## config.mk

```make
export PLATFORM = sky130hd
export DESIGN_NAME = stopwatch_counter
export DESIGN_NICKNAME = d
export VERILOG_FILES = /design/src/rtl/stopwatch_pkg.sv /design/src/rtl/stopwatch_counter_button_edge.sv /design/src/rtl/stopwatch_counter.sv
export SDC_FILE = /design/constraint.sdc
export NUM_CORES = 1
export LEC_CHECK = 0
export ABC_AREA = 0
export CAP_MARGIN = 15
export CORE_ASPECT_RATIO = 1.2
export CORE_UTILIZATION = 30
export CTS_CLUSTER_DIAMETER = 200
export DETAILED_ROUTE_END_ITERATION = 7
export GPL_ROUTABILITY_DRIVEN = 1
export MAX_ROUTING_LAYER = met4
export PLACE_DENSITY = 0.6
export SLEW_MARGIN = 0
export SYNTH_ARGS = -nofsm -noshare
export SYNTH_HDL_FRONTEND = slang
export SYNTH_HIERARCHICAL = 1
export SYNTH_SLANG_ARGS = --single-unit
```

## constraint.sdc

```tcl
create_clock -name hz100 -period 2.2 [get_ports hz100]
set_input_delay 0.44 -clock hz100 [delete_from_list [all_inputs] [get_ports hz100]]
set_output_delay 0.44 -clock hz100 [all_outputs]
set_load 0.02 [all_outputs]
```

## src/rtl/stopwatch_pkg.sv

```systemverilog
// Shared types and constants for the mm:ss stopwatch/countdown stage.
package stopwatch_pkg;

  localparam int FIELD_W   = 6;
  localparam int MAX_FIELD = 59;

  typedef enum logic [1:0] {
    IDLE    = 2'd0,
    RUNNING = 2'd1,
    PAUSED  = 2'd2,
    EXPIRED = 2'd3
  } sw_state_t;

  typedef struct packed {
    logic [FIELD_W-1:0] minute;
    logic [FIELD_W-1:0] second;
  } packed_time_t;

  // Clamp a loaded minute/second field to the legal 0..59 range.
  function automatic logic [FIELD_W-1:0] sat_field(input logic [FIELD_W-1:0] v);
    return (v > FIELD_W'(MAX_FIELD)) ? FIELD_W'(MAX_FIELD) : v;
  endfunction

endpackage

```

## src/rtl/stopwatch_counter_button_edge.sv

```systemverilog
// Push-button conditioning: 2-flop synchronizer plus rising-edge detector.
// The edge pulse is built only from flops, so it is glitch-free.
module button_edge (
  input  logic hz100,
  input  logic reset,
  input  logic btn,
  output logic pulse
);

  logic sync0, sync1, prev, armed;

  // Synchronize the raw button, remember last level, and arm once the
  // button has been seen released (a press held through reset is ignored).
  always_ff @(posedge hz100) begin
    if (reset) begin
      sync0 <= 1'b0;
      sync1 <= 1'b0;
      prev  <= 1'b0;
      armed <= 1'b0;
    end else begin
      sync0 <= btn;
      sync1 <= sync0;
      prev  <= sync1;
      // Arming only ever goes 0->1, so a marginal sample of the raw level
      // can at worst delay arming by one cycle.
      armed <= armed | ~btn;
    end
  end

  assign pulse = sync1 & ~prev & armed;

endmodule

```

## src/rtl/stopwatch_counter.sv

```systemverilog
// mm:ss stopwatch / countdown stage: 1 s time base plus up/down counter.
//
// state   | meaning
// --------+-----------------------------------------------
// IDLE    | counter and prescaler held, waiting for start
// RUNNING | prescaler advances, counter steps every tick
// PAUSED  | counter and prescaler frozen, resumes in place
// EXPIRED | countdown reached 00:00, waits for clear/load
module stopwatch_counter
  import stopwatch_pkg::*;
#(
  parameter int TICKS_PER_SEC = 100
) (
  input  logic        hz100,
  input  logic        reset,
  input  logic        start_stop,
  input  logic        clear,
  input  logic        mode,
  input  logic        load,
  input  logic [11:0] load_value,
  output logic [11:0] counter_out,
  output logic        running,
  output logic        expired,
  output logic        rollover
);

  localparam int PRE_W = (TICKS_PER_SEC > 1) ? $clog2(TICKS_PER_SEC) : 1;
  localparam logic [PRE_W-1:0] PRE_LAST = PRE_W'(TICKS_PER_SEC - 1);
  localparam logic [FIELD_W-1:0] FMAX = FIELD_W'(MAX_FIELD);

  sw_state_t    state, state_nxt;
  logic [PRE_W-1:0] pre;
  packed_time_t cnt, cnt_up, cnt_dn;
  logic         ss_ev, clr_ev, ld_ev;
  logic         load_ok, tick, down_done, wrap;

  button_edge u_ss  (.hz100(hz100), .reset(reset), .btn(start_stop), .pulse(ss_ev));
  button_edge u_clr (.hz100(hz100), .reset(reset), .btn(clear),      .pulse(clr_ev));
  button_edge u_ld  (.hz100(hz100), .reset(reset), .btn(load),       .pulse(ld_ev));

  assign load_ok   = ld_ev && ((state == IDLE) || (state == EXPIRED));
  assign tick      = (state == RUNNING) && (pre == PRE_LAST);
  // A down step expires both from 00:01 and when started at 00:00.
  assign down_done = (cnt.minute == '0) && (cnt.second <= FIELD_W'(1));

  // State register.
  always_ff @(posedge hz100) begin
    if (reset) state <= IDLE;
    else       state <= state_nxt;
  end

  // Next-state logic, priority clear > load > start_stop > tick.
  always_comb begin
    state_nxt = state;
    if (clr_ev) begin
      state_nxt = IDLE;
    end else if (load_ok) begin
      state_nxt = IDLE;
    end else if (ss_ev) begin
      case (state)
        IDLE:    state_nxt = RUNNING;
        RUNNING: state_nxt = PAUSED;
        PAUSED:  state_nxt = RUNNING;
        default: state_nxt = state;
      endcase
    end else if (tick && mode && down_done) begin
      state_nxt = EXPIRED;
    end
  end

  // Outputs decoded from the state register only.
  always_comb begin
    running = (state == RUNNING);
  end

  // Candidate up and down steps of the mm:ss value.
  always_comb begin
    cnt_up = cnt;
    cnt_dn = cnt;
    wrap   = 1'b0;
    if (cnt.second == FMAX) begin
      cnt_up.second = '0;
      if (cnt.minute == FMAX) begin
        cnt_up.minute = '0;
        wrap          = 1'b1;
      end else begin
        cnt_up.minute = cnt.minute + 1'b1;
      end
    end else begin
      cnt_up.second = cnt.second + 1'b1;
    end
    if (cnt.second == '0) begin
      cnt_dn.second = FMAX;
      cnt_dn.minute = cnt.minute - 1'b1;
    end else begin
      cnt_dn.second = cnt.second - 1'b1;
    end
  end

  // Prescaler, counter and one-cycle event pulses.
  always_ff @(posedge hz100) begin
    if (reset) begin
      cnt      <= '0;
      pre      <= '0;
      expired  <= 1'b0;
      rollover <= 1'b0;
    end else begin
      expired  <= 1'b0;
      rollover <= 1'b0;
      if (clr_ev) begin
        cnt <= '0;
        pre <= '0;
      end else if (load_ok) begin
        cnt.minute <= sat_field(load_value[11:6]);
        cnt.second <= sat_field(load_value[5:0]);
        pre        <= '0;
      end else if ((state == RUNNING) && !ss_ev) begin
        if (tick) begin
          pre <= '0;
          if (mode) begin
            cnt     <= down_done ? '0 : cnt_dn;
            expired <= down_done;
          end else begin
            cnt      <= cnt_up;
            rollover <= wrap;
          end
        end else begin
          pre <= pre + 1'b1;
        end
      end
    end
  end

  assign counter_out = cnt;

endmodule

```

### After elaboration in Yosys (flattened, before gate mapping)

Cells that the tools add are included.

| operators by class | value |
|---|---|
| $add $sub $neg | 5 |
| multipliers | 0 |
| divide/modulo/power cells | 0 |
| order comparisons | 3 |
| eq/ne operators | 8 |
| shift operators | 0 |
| multiplexer cells | 17 |
| bitwise operators | 19 |
| reduce and logical (&&, ||, !) cells | 23 |

Operator list:

| cell | number |
|---|---|
| two-way mux 12 bit | 5 |
| two-way mux 6 bit | 7 |
| adder 6 x 1 -> 6 bit, second input constant | 2 |
| equality test 6 bit, second input constant | 2 |
| > comparator 6 bit, second input constant | 2 |
| logical NOT 6 bit | 2 |
| subtractor 6 x 1 -> 6 bit, second input constant | 2 |
| inverter 1 bit | 10 |
| adder 7 x 1 -> 7 bit, second input constant | 1 |
| equality test 7 bit, second input constant | 1 |
| two-way mux 7 bit | 1 |
| OR reduction 7 bit | 1 |
| bitwise AND 1 bit | 6 |
| less-or-equal comparator 6 x 1 -> 1 bit, second input constant | 1 |
| logical AND 1 bit | 6 |
| nonzero test 2 bit | 3 |
| OR reduction 6 bit | 1 |
| equality test 2 bit, second input constant | 2 |
| two-way mux 2 bit | 2 |
| inequality test 4 x 1 -> 1 bit, second input constant | 1 |
| case mux 2 bit (2 select lines) | 1 |
| AND reduction 2 bit | 2 |
| AND reduction 4 bit | 1 |
| OR reduction 2 bit | 2 |
| 9 further kinds | 11 |

| word-level totals | value |
|---|---|
| register bits | 35 |
| bits in latches | 0 |
| memory bits (writable) | 0 |
| ROM bits | 0 |
| bits of input ports | 18 |
| output and inout bits | 15 |
| word-level logic and storage cells | 93 |
| memories kept | 0 |

### Longest topological paths before layout

| logic depth | value |
|---|---|
| depth in word-level cells | 7 |
| depth in mapped cells | 9 |
| gate-level depth less buffers | 7 |

### Modules after synthesis

Netlist, hierarchy kept.

Modules (own cells, without submodules):

| module | times used | cells each | area an instance (µm²) | sequential area each (µm²) |
|---|---|---|---|---|
| stopwatch_counter | 1 | 242 | 1855.5 | 460.4 |
| button_edge | 3 | 11 | 118.9 | 80.1 |

### Worst setup path after synthesis

Ideal clock, no wire load.

| timing path | value |
|---|---|
| kind | register to register |
| start point | register cnt (netlist bit counter_out[0]) |
| end point | register cnt (netlist bit counter_out[10]) |
| arrival | 1.936 ns |
| required time | 2.076 ns |
| setup slack | 0.141 ns |
| stages on the path, launching flop included | 8 |
| buffers on the path | 0 |
| period minus slack after synthesis | 2.059 ns |
| cell sequence | dfxtp_1 -> inv_1 -> ha_1 -> o21ba_2 -> a21oi_2 -> a2111oi_4 -> or2_2 -> mux2i_1 |

| on the way | value |
|---|---|
| cells in the longest elaborated chain, start to end | 7 |
| elaborated cells between the ends (all ways) | 12 |
| those cells by class | 1 x order compare; 2 x eq/ne; 5 x mux; 4 x reduce/logical |

RTL lines:

| what | line | text |
|---|---|---|
| start: declaration | stopwatch_counter.sv:33 | `packed_time_t cnt, cnt_up, cnt_dn;` |
| start signal: assignment | stopwatch_counter.sv:121 | `cnt <= down_done ? '0 : cnt_dn;` |
| start signal: assignment | stopwatch_counter.sv:124 | `cnt <= cnt_up;` |
| less-or-equal comparator 6 x 1 -> 1 bit | stopwatch_counter.sv:44 | `assign down_done = (cnt.minute == '0) && (cnt.second <= FIELD_W'(1));` |
| logical AND 1 bit | stopwatch_counter.sv:44 |  |
| two-way mux 12 bit | stopwatch_counter.sv:121 |  |
| two-way mux 12 bit | stopwatch_counter.sv:120 | `if (mode) begin` |
| two-way mux 12 bit | stopwatch_counter.sv:118 | `if (tick) begin` |
| two-way mux 12 bit | stopwatch_counter.sv:117 | `end else if ((state == RUNNING) && !ss_ev) begin` |
| two-way mux 12 bit | stopwatch_counter.sv:113 | `end else if (load_ok) begin` |

Several ways; a longest one is shown, not always the timed one. The select of a mux whose other input is x is not followed.
A chain may end at the register's enable or synchronous reset.

### Worst setup path in the final report

| timing path | value |
|---|---|
| start point | register cnt (netlist bit counter_out[10]) |
| end point | output counter_out[10] |

RTL lines:

| what | line | text |
|---|---|---|
| end: declaration | stopwatch_counter.sv:21 | `output logic [11:0] counter_out,` |

No word-level cell between the ends.

==> results by group <==
Status
  • Status: complete, no violations

Yosys
  • Post-synth EDFFs: 0
  • Post-Synthesis Net Count: 305
  • Yosys top cell by area: dfxtp_1
  • Syn_area_per_cell: 8.044 um^2
  • Yosys reg bits: 35
  • Synth warn: 6
  • Post-synth ARST share: 0%
  • Cell count after synthesis: 275
  • Yosys top cell area share: 31.67%
  • Sequential fraction of the synthesis area: 31.67%
  • Post-synth cell types: 51
  • Cell area after synthesis: 2212 um^2
  • Primary FF master, synth: dfxtp_1
  • Largest cells by area after synthesis: dfxtp_1 32%, ha_1 6.8%, o21ai_0 4.8%, nor2_1 4.6%, nor2b_1 4.2%

Detailed routing
  • Metal3 WL: 226 um
  • Post-Route M1 WL: 2548 um
  • Drt initial violations: 168
  • # DRC: 0
  • Detailed Route WL: 5521 um
  • Met2 routed WL: 2621 um
  • Vias: 2075
  • DR top layer: met4
  • Via/cell ratio: 5.123
  • Drt wl/cell: 13.63 um
  • Drt first pass iters: 4
  • ANT nets after route: 0

Finish
  • # diodes: 0
  • Share of cells above drive strength 1: 13.84%
  • Layout Utilization: 40.08%
  • FILL cells: 734
  • Most frequent cells in the layout: 34 x dfxtp_1, 32 x clkdlybuf4s50_1, 27 x nor2_1
  • NumNets Final: 347
  • Layout area overhead: 26.41%
  • Area of the multi-input gates: 1369 um^2
  • Register Area: 701.9 um^2
  • Commonest non-fill, non-tap cell in the layout: dfxtp_1

Power
  • Pwr Density: 494.0 nW/um^2
  • Internal Power: 0.9862 mW
  • Fraction of power spent switching nets: 28.61%
  • Part of the power in registers: 48.2%
  • LEAKAGE: 1.044 nW
  • Clock share of power: 35.6%
  • Max IR drop VDD: 315.6 uV
  • Part of the power in combinational logic: 16.2%
  • Psw: 0.3953 mW

Worst hold path
  • Min-delay src: u_ld/sync0
  • Hold endpoint: u_ld/sync1
  • Worst min path class: register to register
  • Hold path cells: 1

Clocking
  • CTS H-Tree Depth: 2
  • Number of clock buffers inserted by TritonCTS: 5
  • CTS tree: yes
  • CTS clk-pin slew, worst paths: 0.08 ns
  • Postcts setup bufs: 0
  • Clock sinks: 35
  • CTS Buffer Depth: 2
  • Skew-Pair Late Insertion Delay: 0.30 ns
  • Clock Tree Root: clkbuf_8

Timing
  • Slew HR: 65.16%
  • Final Hold Fails: 0
  • Slew Limit Fails: 0
  • Worst-Margin Slew: 0.5154 ns
  • Final Skew: 0.006928 ns
  • Endpoints failing setup: 0
  • Fin crit share: 93.60%
  • Min Tclk post-route: 2.059 ns
  • Setup TNS: 0 ns
  • Fmax: 485.6 MHz
  • RSZ-0062 raised after global routing: false

Floorplanning
  • Cell Rows: 33
  • Die Y: 96.07 um
  • Full die area: 7723 um^2
  • Width of the die: 80.39 um
  • Ports: 33
  • Initial Util: 31.70%
  • CORE AREA: 6978 um^2

Setup path
  • Worst Reg-to-Reg Cells: 7
  • Critical-path top delay cell: clkdlybuf4s50_1
  • Critical Path, Cell by Cell: clkdlybuf4s50_1
  • Reg2reg end: counter_out[10]
  • Setup Crit Path Kind: register to primary output
  • Reg2reg start: counter_out[6]
  • CP max FO: 10
  • Buffers & Inverters on Critical Path: 1
  • Crit path required time: 1.76 ns
  • Worst Setup Start Kind: register
  • Delay-heaviest family, CP: buffers and inverters
  • Slowest cell delay on critical path: 0.70 ns
  • Critical path endpoint category: primary output
  • Crit path DAT: 1.62 ns
  • Worst R2R Setup Slack: 0.14 ns

Placement
  • HPWL after detailed placement: 4141 um
  • Port-buffer cells: 32
  • GPL Wtd Cong: 0.8536

Run
  • MaxCap Viol Count: 0

Global route
  • Largest net degree at the start of global routing: 19
  • GRT Total Usage: 15.95%
  • First-pass GRT wire length: 9183 um
  • Congestion Overflow GR: 0
  • Initial antenna violation count: 0
  • Vias in the first global route: 1970
## per-layer routing
layer  global-route usage [%]  vias to the layer above
met5                        -                        -
met4                    6.845                        0
met3                    2.654                       13
met2                    26.06                       51
met1                    19.29                      942
li1                         -                     1069
## synthesized netlist by cell type, types with 3 or more instances
library cell,count
buf_2,6
xor2_1,3
nor3_1,7
a21oi_2,4
o221ai_1,4
nand2b_1,5
nand2_1,20
a31oi_1,5
dfxtp_1,35
nand4_1,7
or3_1,4
o21ai_0,21
nor2_1,27
o31ai_1,4
a21oi_1,15
nand3_1,11
xnor2_1,5
nor2b_1,15
ha_1,12
clkbuf_1,8
inv_1,16
## final cells by class
class | instances | share of cell area (%)
Inverter | 16 | 2.148
Timing Repair Buffer | 51 | 16.55
Clock inverter | 3 | 0.8949
Multi-Input combinational cell | 208 | 48.95
Tap cell | 87 | 3.893
Sequential cell | 35 | 25.10
Clock buffer | 5 | 2.461
## power groups by stage
| stage | clock, mW | sequential [mW] | combinational, mW |
|---|---|---|---|
| 2_1_floorplan | 0 | 0.681 | 0.133 |
| 3_3_place_gp | 0 | 0.680 | 0.223 |
| 3_5_place_dp | 0 | 0.681 | 0.223 |
| 4_1_cts | 0.505 | 0.666 | 0.225 |
| 5_1_grt | 0.529 | 0.668 | 0.248 |
| 6_report | 0.492 | 0.666 | 0.224 |
## timing repair
| item | CTS | global route |
|---|---|---|
| endpoints found under the hold margin | 0 | 0 |
| resized for setup | 0 | 2 |
| setup endpoints to repair | 0 | 1 |
| hold buffers | 0 | 0 |
## stage by stage
step | setup WS [ns] | area [um^2] | instances | power [mW] | hold slack, ns
after global placement | 0.1047 | 2701 | 397 | 0.9029 | 0.4151
after detailed placement | 0.08999 | 2701 | 397 | 0.9037 | 0.4317
after CTS | 0.07278 | 2795 | 405 | 1.395 | 0.4516
after global routing | 0.01094 | 2796 | 405 | 1.446 | 0.4673
final | 0.1409 | 2796 | 405 | 1.381 | 0.4439
after floorplan | 0.1409 | 2212 | 275 | 0.8148 | 0.4138
## worst max-delay path by stage
stage	endpoint	slack, ns	cells after the start	startpoint
floorplan	counter_out[10]	0.14	7	counter_out[0]
global placement	counter_out[10]	0.10	6	mode
detailed placement	counter_out[10]	0.09	6	mode
CTS	counter_out[11]	0.07	7	counter_out[1]
global route	counter_out[9]	0.01	7	counter_out[6]
finish	counter_out[10]	0.14	1	counter_out[10]
## registers in the layout, indices dropped and copies added, names as in the netlist
signal,flops
u_clr/sync0,1
expired,1
u_clr/armed,1
u_clr/prev,1
rollover,1
u_ss/armed,1
u_ld/armed,1
state,2
u_clr/sync1,1
u_ld/sync1,1
u_ss/prev,1
u_ss/sync0,1
u_ss/sync1,1
counter_out,12
u_ld/sync0,1
u_ld/prev,1
pre,7
## logic make-up after synthesis
logic type | count (synthesis) | share of synthesized area, %
buffers and inverters | 32 | 6.448
xor gates and xnor gates | 8 | 3.168
DFF | 35 | 31.67
and+or+nand+nor | 111 | 27.21
adders and majority gates | 12 | 6.787
AOI/OAI and AO/OA | 75 | 23.81
muxes | 2 | 0.9050
Power figures use the tool's default switching activity.
